`src/rtl/eerrl_pkg.sv`:
```
// Shared EER-RL node definitions: field widths, sentinel values and the
// cluster-head advertisement sequencer state type.
package eerrl_pkg;

    localparam int          WORD_WIDTH   = 16;
    localparam logic [15:0] HOPS_INVALID = 16'hFFFF;
    localparam logic [15:0] Q_ONE        = 16'h4000;

    typedef enum logic [2:0] {
        ST_IDLE,
        ST_HBRST,
        ST_COLLECT,
        ST_ISSUE,
        ST_SETTLE,
        ST_DONE
    } ch_seq_state_t;

endpackage

```
`src/rtl/ch_window_timer.sv`:
```
// Round window timer: holds the latched window length and a saturating cycle
// counter; expire is asserted from the cycle where count+1 reaches the window.
module ch_window_timer #(
    parameter int WORD_WIDTH = 16
) (
    input  logic                  clk,
    input  logic                  rst,
    input  logic                  load,
    input  logic [WORD_WIDTH-1:0] load_value,
    input  logic                  clear,
    input  logic                  enable,
    output logic                  expire,
    output logic                  window_zero
);

    logic [WORD_WIDTH-1:0] window;
    logic [WORD_WIDTH-1:0] count;

    always_ff @(posedge clk) begin
        if (rst) begin
            window <= '0;
            count  <= '0;
        end else begin
            if (load) begin
                window <= load_value;
            end
            if (clear) begin
                count <= '0;
            end else if (enable && (count != '1)) begin
                count <= count + 1'b1;
            end
        end
    end

    // Extra bit keeps count+1 from wrapping once the counter has saturated,
    // which also makes expire sticky for the rest of the round.
    assign window_zero = (window == '0);
    assign expire      = !window_zero && (({1'b0, count} + 1'b1) >= {1'b0, window});

endmodule

```
`src/rtl/ch_adv_sequencer.sv`:
```
// Round sequencer in front of the knownCH selector: clears it on a heartbeat,
// filters cluster-head advertisements and forwards each kept one as a strobe.
module ch_adv_sequencer #(
    parameter int WORD_WIDTH = eerrl_pkg::WORD_WIDTH,
    parameter int SETTLE     = 2,
    parameter int HB_RST_CYC = 2
) (
    input  logic                  clk,
    input  logic                  rst,
    input  logic [WORD_WIDTH-1:0] my_nodeID,
    input  logic                  hb_start,
    input  logic [WORD_WIDTH-1:0] hb_chlimit,
    input  logic [WORD_WIDTH-1:0] hb_window,
    input  logic                  adv_valid,
    output logic                  adv_ready,
    input  logic [WORD_WIDTH-1:0] adv_ID,
    input  logic [WORD_WIDTH-1:0] adv_Hops,
    input  logic [WORD_WIDTH-1:0] adv_QValue,
    output logic                  HB_reset,
    output logic                  en_KCH,
    output logic [WORD_WIDTH-1:0] fCH_ID,
    output logic [WORD_WIDTH-1:0] fCH_Hops,
    output logic [WORD_WIDTH-1:0] fCH_QValue,
    output logic                  round_active,
    output logic                  round_done,
    output logic [WORD_WIDTH-1:0] ch_count,
    output logic [WORD_WIDTH-1:0] drop_count
);

    import eerrl_pkg::*;

    localparam int             HBW     = (HB_RST_CYC > 1) ? $clog2(HB_RST_CYC) : 1;
    localparam int             STW     = (SETTLE > 1) ? $clog2(SETTLE) : 1;
    localparam logic [HBW-1:0] HB_LAST = HBW'(HB_RST_CYC - 1);
    localparam logic [STW-1:0] ST_LAST = STW'(SETTLE - 1);

    ch_seq_state_t         state;
    ch_seq_state_t         state_nxt;
    logic [HBW-1:0]        hb_cnt;
    logic [STW-1:0]        settle_cnt;
    logic [WORD_WIDTH-1:0] limit_lat;
    logic                  expire;
    logic                  window_zero;
    logic                  handshake;
    logic                  drop;
    logic                  limit_hit;
    logic                  closing;
    logic                  timer_run;
    logic                  timer_clear;

    assign handshake   = adv_valid && adv_ready;
    assign drop        = (adv_ID == my_nodeID) || (adv_Hops == {WORD_WIDTH{1'b1}});
    assign limit_hit   = (limit_lat != '0) && (ch_count == limit_lat);
    assign closing     = expire || limit_hit;
    assign timer_run   = (state == ST_COLLECT) || (state == ST_ISSUE) || (state == ST_SETTLE);
    assign timer_clear = hb_start || (state == ST_HBRST);

    ch_window_timer #(
        .WORD_WIDTH (WORD_WIDTH)
    ) u_timer (
        .clk         (clk),
        .rst         (rst),
        .load        (hb_start),
        .load_value  (hb_window),
        .clear       (timer_clear),
        .enable      (timer_run),
        .expire      (expire),
        .window_zero (window_zero)
    );

    // A heartbeat in any state restarts the round; a forwarded advertisement
    // takes priority over closure so an accepted update is never lost.
    always_comb begin
        state_nxt = state;
        if (hb_start) begin
            state_nxt = ST_HBRST;
        end else begin
            case (state)
                ST_IDLE:    state_nxt = ST_IDLE;
                ST_HBRST: begin
                    if (hb_cnt == HB_LAST) begin
                        state_nxt = ((limit_lat == '0) && window_zero) ? ST_DONE : ST_COLLECT;
                    end
                end
                ST_COLLECT: begin
                    if (handshake && !drop) begin
                        state_nxt = ST_ISSUE;
                    end else if (closing) begin
                        state_nxt = ST_DONE;
                    end
                end
                ST_ISSUE:   state_nxt = ST_SETTLE;
                ST_SETTLE: begin
                    if (settle_cnt == ST_LAST) begin
                        state_nxt = closing ? ST_DONE : ST_COLLECT;
                    end
                end
                ST_DONE:    state_nxt = ST_IDLE;
                default:    state_nxt = ST_IDLE;
            endcase
        end
    end

    always_ff @(posedge clk) begin
        if (rst) begin
            state        <= ST_IDLE;
            hb_cnt       <= '0;
            settle_cnt   <= '0;
            limit_lat    <= '0;
            HB_reset     <= 1'b0;
            adv_ready    <= 1'b0;
            en_KCH       <= 1'b0;
            round_active <= 1'b0;
            round_done   <= 1'b0;
            ch_count     <= '0;
            drop_count   <= '0;
            fCH_ID       <= '0;
            fCH_Hops     <= '1;
            fCH_QValue   <= '0;
        end else begin
            state        <= state_nxt;
            HB_reset     <= (state_nxt == ST_HBRST);
            adv_ready    <= (state_nxt == ST_COLLECT);
            en_KCH       <= (state_nxt == ST_ISSUE);
            round_done   <= (state_nxt == ST_DONE);
            round_active <= (state_nxt != ST_IDLE);

            if (hb_start) begin
                hb_cnt <= '0;
            end else if (state == ST_HBRST) begin
                hb_cnt <= hb_cnt + 1'b1;
            end

            if (state == ST_ISSUE) begin
                settle_cnt <= '0;
            end else if (state == ST_SETTLE) begin
                settle_cnt <= settle_cnt + 1'b1;
            end

            if (hb_start) begin
                ch_count   <= '0;
                drop_count <= '0;
                limit_lat  <= hb_chlimit;
            end else if ((state == ST_COLLECT) && handshake) begin
                if (drop) begin
                    if (drop_count != '1) begin
                        drop_count <= drop_count + 1'b1;
                    end
                end else begin
                    ch_count   <= ch_count + 1'b1;
                    fCH_ID     <= adv_ID;
                    fCH_Hops   <= adv_Hops;
                    fCH_QValue <= adv_QValue;
                end
            end
        end
    end

endmodule

```
`config.mk`:
```
export PLATFORM = sky130hd
export DESIGN_NAME = ch_adv_sequencer
export DESIGN_NICKNAME = d
export VERILOG_FILES = /design/src/rtl/eerrl_pkg.sv /design/src/rtl/ch_window_timer.sv /design/src/rtl/ch_adv_sequencer.sv
export SDC_FILE = /design/constraint.sdc
export NUM_CORES = 1
export LEC_CHECK = 0
export BUFFER_PORTS_ARGS = -buffer_cell sky130_fd_sc_hd__buf_2
export CELL_PAD_IN_SITES_DETAIL_PLACEMENT = 1
export CELL_PAD_IN_SITES_GLOBAL_PLACEMENT = 2
export CORE_MARGIN = 4
export CORE_UTILIZATION = 25
export DETAILED_ROUTE_END_ITERATION = 7
export HOLD_SLACK_MARGIN = 0.15
export PLACE_DENSITY = 0.69
export SYNTH_ARGS = -nofsm -noshare
export SYNTH_HDL_FRONTEND = slang
export SYNTH_SLANG_ARGS = --single-unit
```
`constraint.sdc`:
```
create_clock -name clk -period 4.9 [get_ports clk]
set_input_delay 0.49 -clock clk [delete_from_list [all_inputs] [get_ports clk]]
set_output_delay 0.49 -clock clk [all_outputs]
set_load 0.005 [all_outputs]
```
==> results of run 1 <==
-- routing by layer --
layer	global-route usage	up-vias	wire length, um	share of wire
li1	-	2976	-	-
met1	0.201	2812	10400	0.50
met2	0.229	152	9250	0.44
met3	0.0338	12	1210	0.057
met4	0.0347	0	160	0.0076
met5	0	-	0	0
-- final timing paths --
check                   end  slack (ns)  cells after the start              from
max            round_active        1.26                     12  u_timer.count[0]
min             fCH_Hops[9]        0.30                      3       adv_Hops[9]
max reg2reg    round_active        1.26                     12  u_timer.count[0]
min reg2reg  fCH_QValue[14]        0.45                      2    fCH_QValue[14]
-- Yosys cell counts (2+ instances only) --
master	instances	area (um^2)
and3_1	7	43.8
nor4_2	3	37.5
a21oi_1	55	275
and4_1	3	26.3
nor3_2	3	30.0
nand4_1	20	125
a21o_1	2	15.0
xor2_1	31	272
buf_6	2	22.5
o211ai_1	5	37.5
a211oi_1	3	22.5
inv_1	18	67.6
nor3b_1	2	15.0
ha_1	19	238
xnor2_1	42	368
nand3b_1	18	135
clkbuf_1	20	75.1
o21ai_0	15	75.1
nand2_1	139	522
or4_1	5	37.5
nor4_1	21	131
nor3_1	9	45.0
or3_1	13	81.3
buf_2	8	40.0
nand2b_1	3	18.8
a31oi_1	2	12.5
nand3_1	15	75.1
nand3_2	2	20.0
buf_1	4	15.0
nor2b_1	2	12.5
nor2_1	75	282
a41oi_1	2	17.5
or2_2	4	25.0
mux2i_1	34	340
dfxtp_1	138	2760
-- layout make-up --
type	count	area [um^2]	area share
Tap cell	330	413	0.0497
Timing Repair Buffer	191	973	0.117
Multi-Input combinational cell	572	3520	0.424
Clock buffer	18	429	0.0516
Clock inverter	13	143	0.0172
Sequential cell	138	2760	0.332
Inverter	18	67.6	0.00813
-- worst min-delay path, cell delays in order --
cell and delay [ns]:
buf_2 0.09, nand2_1 0.04, nand3b_1 0.07
-- flip-flops by register name (all words and copies together), names as in the netlist --
register        count
hb_cnt              1
round_done          1
en_KCH              1
state               3
u_timer.window     16
fCH_QValue         16
limit_lat          16
adv_ready           1
u_timer.count      16
HB_reset            1
settle_cnt          1
drop_count         16
fCH_Hops           16
ch_count           16
round_active        1
fCH_ID             16
-- where the power goes --
part           total (mW)  internal (mW)  switching (mW)
Combinational       0.169         0.0801          0.0893
Clock                1.28          0.752           0.527
Sequential           1.16           1.14          0.0199
Total                2.61           1.97           0.637
-- kinds of logic after synthesis --
family                     after synthesis  share of synthesized area
adders and majority gates               19                     0.0365
buffers and inverters                   53                     0.0346
DFF                                    138                      0.425
xor gates and xnor gates                73                     0.0983
muxes                                   34                     0.0523
and+or+nand+nor                        350                      0.267
AOI/OAI and AO/OA                       96                     0.0869
-- stage by stage --
step	cell area (um^2)	instances	hold slack [ns]	power (mW)	setup WS [ns]
2_1_floorplan	6500	763	0.453	1.27	1.70
6_report	8310	1280	0.303	2.61	1.26
3_5_place_dp	7740	1249	0.448	1.36	1.31
5_1_grt	8310	1280	0.287	2.73	0.804
4_1_cts	8310	1280	0.279	2.66	1.27
3_3_place_gp	7740	1249	0.439	1.36	1.39
==> flow_metrics.tcl, run 1 <==
set metrics [dict create \
    status "finished clean" \
    drt_iter0_drc 326 \
    crit_required_ns 5.15 \
    gr-total-overflow 0 \
    gp_congestion 0.774 \
    crit_slowest_cell "a2111oi_0" \
    rsz0062_at_grt "false" \
    netlist_instances 763 \
    power_leakage_nw 3.54 \
    diodes 0 \
    wire_per_inst_um 16.4 \
    grt_usage 0.145 \
    ys_seq_elements 138 \
    cts_tree "done" \
    hold_viol_final 0 \
    ys_seq_area_frac 0.425 \
    min_period_ns 3.64 \
    clock_latency_ns 0.42 \
    worst_pin_slew_ns 0.866 \
    drc 0 \
    ctsResizeCount 0 \
    syn_nets 882 \
    tns_ns 0 \
    cp-end-kind "flip-flop" \
    finish.utilization 0.327 \
    area_growth_pct 27.8 \
    cp_max_fo 6 \
    fmax_mhz 275 \
    crit_chain "ha_1 -> nand3_2 -> or2_2 -> nor3_2 -> nand3_1 -> xnor2_1 -> ha_1 -> nand3_1 -> a2111oi_0 -> or3_1 -> a2bb2oi_2 -> a41oi_1" \
    core_area_um2 25400 \
    antenna_found_initial 0 \
    cts_root_buffer "clkbuf_16" \
    dieArea_um2 28700 \
    grt_max_degree 51 \
    cp.buffers_inverters 0 \
    clk_pin_slew_ns 0.07 \
    async_reset_ff_frac 0 \
    drtPass1Iterations 4 \
    finalSetupViolCount 0 \
    clock-sinks 138 \
    setup.worst_path.start_class "flip-flop" \
    peakVddDrop_v 0.000177 \
    syn_area_um2 6500 \
    synth_flop_cell "dfxtp_1" \
    ctsHoldBuffers 0 \
    slowest_delay_ns 0.58 \
    num_rows 58 \
    avgViaCountPerCell 4.65 \
    htree_num_levels 4 \
    clockBufferDepth 2 \
    ios 185 \
    critPathArrivalTime_ns 3.89 \
    p_per_area_nw_per_um2 314 \
    ys_warn_count 0 \
    drv_slew 0 \
    synth.distinct_cells 54 \
    postRouteWirelength_mm 21.0 \
    path_class "reg -> reg" \
    portBuffers 184 \
    nNetsFinal 1057 \
    start_util 0.256 \
    cap_viol_max_count 0 \
    routed-via-count 5952 \
    finalCritPeriodShare 0.743 \
    postCtsSetupBuffers 0 \
    first_global_vias 6078 \
    layout_common_cells "buf_2 (184), nand2_1 (139), dfxtp_1 (138)" \
    fill_cells 3058 \
    die_h_um 169 \
    final_common_cell "buf_2" \
    skew_ns 0.0107 \
    fp.dieW_um 169 \
    grt_pass1_wl_mm 33.4 \
    ant_nets 0 \
    cp_top_family "simple AND/OR/NAND/NOR gates" \
    synth_edf_count 0 \
    hold_class "in -> reg" \
    dp_hpwl_mm 15.7 \
    drive_gt1_frac 0.255 \
    relSlewSlack 0.423 \
    cts_buffers 17 \
    avgSynthCellArea_um2 8.53 \
]
Power figures use the tool's default switching activity.
==> run 2: changes to the inputs <==
- PLACE_DENSITY: 0.69 -> 0.72
- clock period: 4.9 -> 3.2 ns (I/O delays scaled with it)
==> run 2 against run 1 <==
Die area is the same. Cell area rose by 9.7%. Worst hold slack got worse by 0.14 ns. Clock-buffer cell count increased by 1. Worst setup slack worse by 1.1 ns. Register-to-register slack got worse by 1.1 ns. Via count is 5.6% higher. Flip-flop and latch count is the same. Largest cell class unchanged. Largest power group unchanged.
==> flow_metrics.tcl, run 2 (synthesis gave the netlist of run 1 again) <==
set metrics [dict create \
    postRouteWirelength_mm 22.0 \
    crit_required_ns 3.50 \
    ios 185 \
    finalCritPeriodShare 0.936 \
    status "finished clean" \
    avgViaCountPerCell 4.64 \
    finalSetupViolCount 0 \
    cts_root_buffer "clkbuf_16" \
    routed-via-count 6286 \
    cap_viol_max_count 0 \
    path_class "reg -> reg" \
    fmax_mhz 334 \
    grt_pass1_wl_mm 35.1 \
    relSlewSlack 0.431 \
    power_leakage_nw 3.86 \
    clkPwrFrac 0.482 \
    cts_tree "done" \
    cp-end-kind "flip-flop" \
    die_h_um 169 \
    cp.buffers_inverters 0 \
    first_global_vias 6336 \
    clockBufferDepth 2 \
    critPathArrivalTime_ns 3.30 \
    placed_cell_area_um2 7860 \
    area_growth_pct 40.2 \
    gp_congestion 0.766 \
    sequentialPowerShare 0.437 \
    hold_class "in -> reg" \
    p_per_area_nw_per_um2 445 \
    worst_pin_slew_ns 0.853 \
    fp.dieW_um 169 \
    core_area_um2 25400 \
    clk_pin_slew_ns 0.07 \
    dp_cells 1261 \
    clock_latency_ns 0.42 \
    skew_ns 0.0139 \
    drt_iter0_drc 308 \
    drtPass1Iterations 4 \
    dieArea_um2 28700 \
    slowest_delay_ns 0.43 \
    cts_buffers 17 \
    finish.utilization 0.359 \
    hold_ws_ns 0.164 \
    postCtsSetupBuffers 0 \
    peakVddDrop_v 0.000246 \
    grt_max_degree 83 \
    final_cells 1354 \
    final_common_cell "buf_2" \
    wire_per_inst_um 16.2 \
    drive_gt1_frac 0.264 \
    cp_top_family "simple AND/OR/NAND/NOR gates" \
    htree_num_levels 4 \
    final_cell_area_um2 9120 \
    num_rows 58 \
    cpMostUsedCell "nand3_2" \
    grt_usage 0.151 \
    pwr-share-comb 0.081 \
    cp_max_fo 5 \
    sw_frac_of_total 0.253 \
    layout_common_cells "buf_2 (184), nand2_1 (139), dfxtp_1 (136)" \
    dp_hpwl_mm 16.1 \
    drv_slew 0 \
    min_period_ns 3.00 \
    clock-sinks 138 \
    p_sw_mw 1.03 \
    portBuffers 184 \
    setup.worst_path.start_class "flip-flop" \
    start_util 0.256 \
    drc 0 \
    diodes 0 \
    crit_chain "ha_2 -> nand3_2 -> or2_4 -> nor3_4 -> nand3_2 -> xnor2_1 -> ha_1 -> a21o_1 -> a211oi_2 -> a21oi_2 -> or3_4 -> a2bb2oi_4 -> and3_1" \
    crit_slowest_cell "or3_4" \
    antenna_found_initial 1 \
    p_int_mw 3.03 \
    gr-total-overflow 0 \
    ant_nets 0 \
    hold_viol_final 0 \
    nNetsFinal 1130 \
]
run 2: cell types whose count changed in the layout (fill, tap and decap cells not counted), sizes merged:
cell,delta
bufinv,-1
clkinv,-3
inv,+2
dlygate4sd3,+61
buf,+12
clkbuf,+1
clkinvlp,+2
run 2: path summary, 6_finish.rpt:
path	startpoint	end	slack, ns	cells after the start
worst max-delay path	u_timer.count[1]	HB_reset	0.20	13
worst min register to register	fCH_ID[11]	fCH_ID[11]	0.46	2
worst min-delay path	hb_chlimit[5]	limit_lat[5]	0.16	3
worst max register to register	u_timer.count[1]	HB_reset	0.20	13
run 2: routing by layer:
layer  global-route usage  share of wire  up-vias
li1                     -              -     3126
met2                0.246           0.45      160
met3               0.0298          0.049       15
met1                0.208           0.49     2983
met5                    0        0.00091        -
met4               0.0326         0.0082        2
run 2: through the flow:
step                TNS [ns]  worst slack, ns  power, mW
floorplan                  0           0.0181       1.95
global placement     -0.0663          -0.0497       2.08
detailed placement    -0.154          -0.0885       2.08
CTS                        0           0.0599       4.13
global route         -0.0108          -0.0108       4.25
finish                     0            0.204       4.06
run 2: worst reg2reg max path, stage by stage, from the launching register on:
cell       delay (ns)
dfxtp_2          0.35
ha_2             0.19
nand3_2          0.09
or2_4            0.29
nor3_4           0.15
nand3_2          0.12
xnor2_1          0.15
ha_1             0.29
a21o_1           0.17
a211oi_2         0.20
a21oi_2          0.10
or3_4            0.43
a2bb2oi_4        0.20
and3_1           0.16
run 2: area by class of cell:
| type | count | area, um^2 |
|---|---|---|
| fill | 3002 | 16300 |
| multi-input combinational | 572 | 3610 |
| sequential | 138 | 2770 |
| timing repair buffer | 264 | 1690 |
| clock buffer | 19 | 443 |
| tap | 330 | 413 |
| clock inverter | 13 | 133 |
| inverter | 18 | 67.6 |
run 2: repair_timing:
item | 4_1_cts | 5_1_grt
pin swaps | 0 | 4
hold endpoints to repair | 61 | 0
hold buffers | 61 | 0
setup endpoints to repair | 6 | 8
cloned | 0 | 0
gates resized for setup | 3 | 14
run 2: power by group through the flow:
stage | Clock [mW] | Combinational, mW | Sequential (mW)
after CTS | 2.03 | 0.327 | 1.77
after global routing | 2.11 | 0.366 | 1.78
final | 1.96 | 0.330 | 1.77
after floorplan | 0 | 0.147 | 1.80
after global placement | 0 | 0.266 | 1.81
after detailed placement | 0 | 0.265 | 1.81
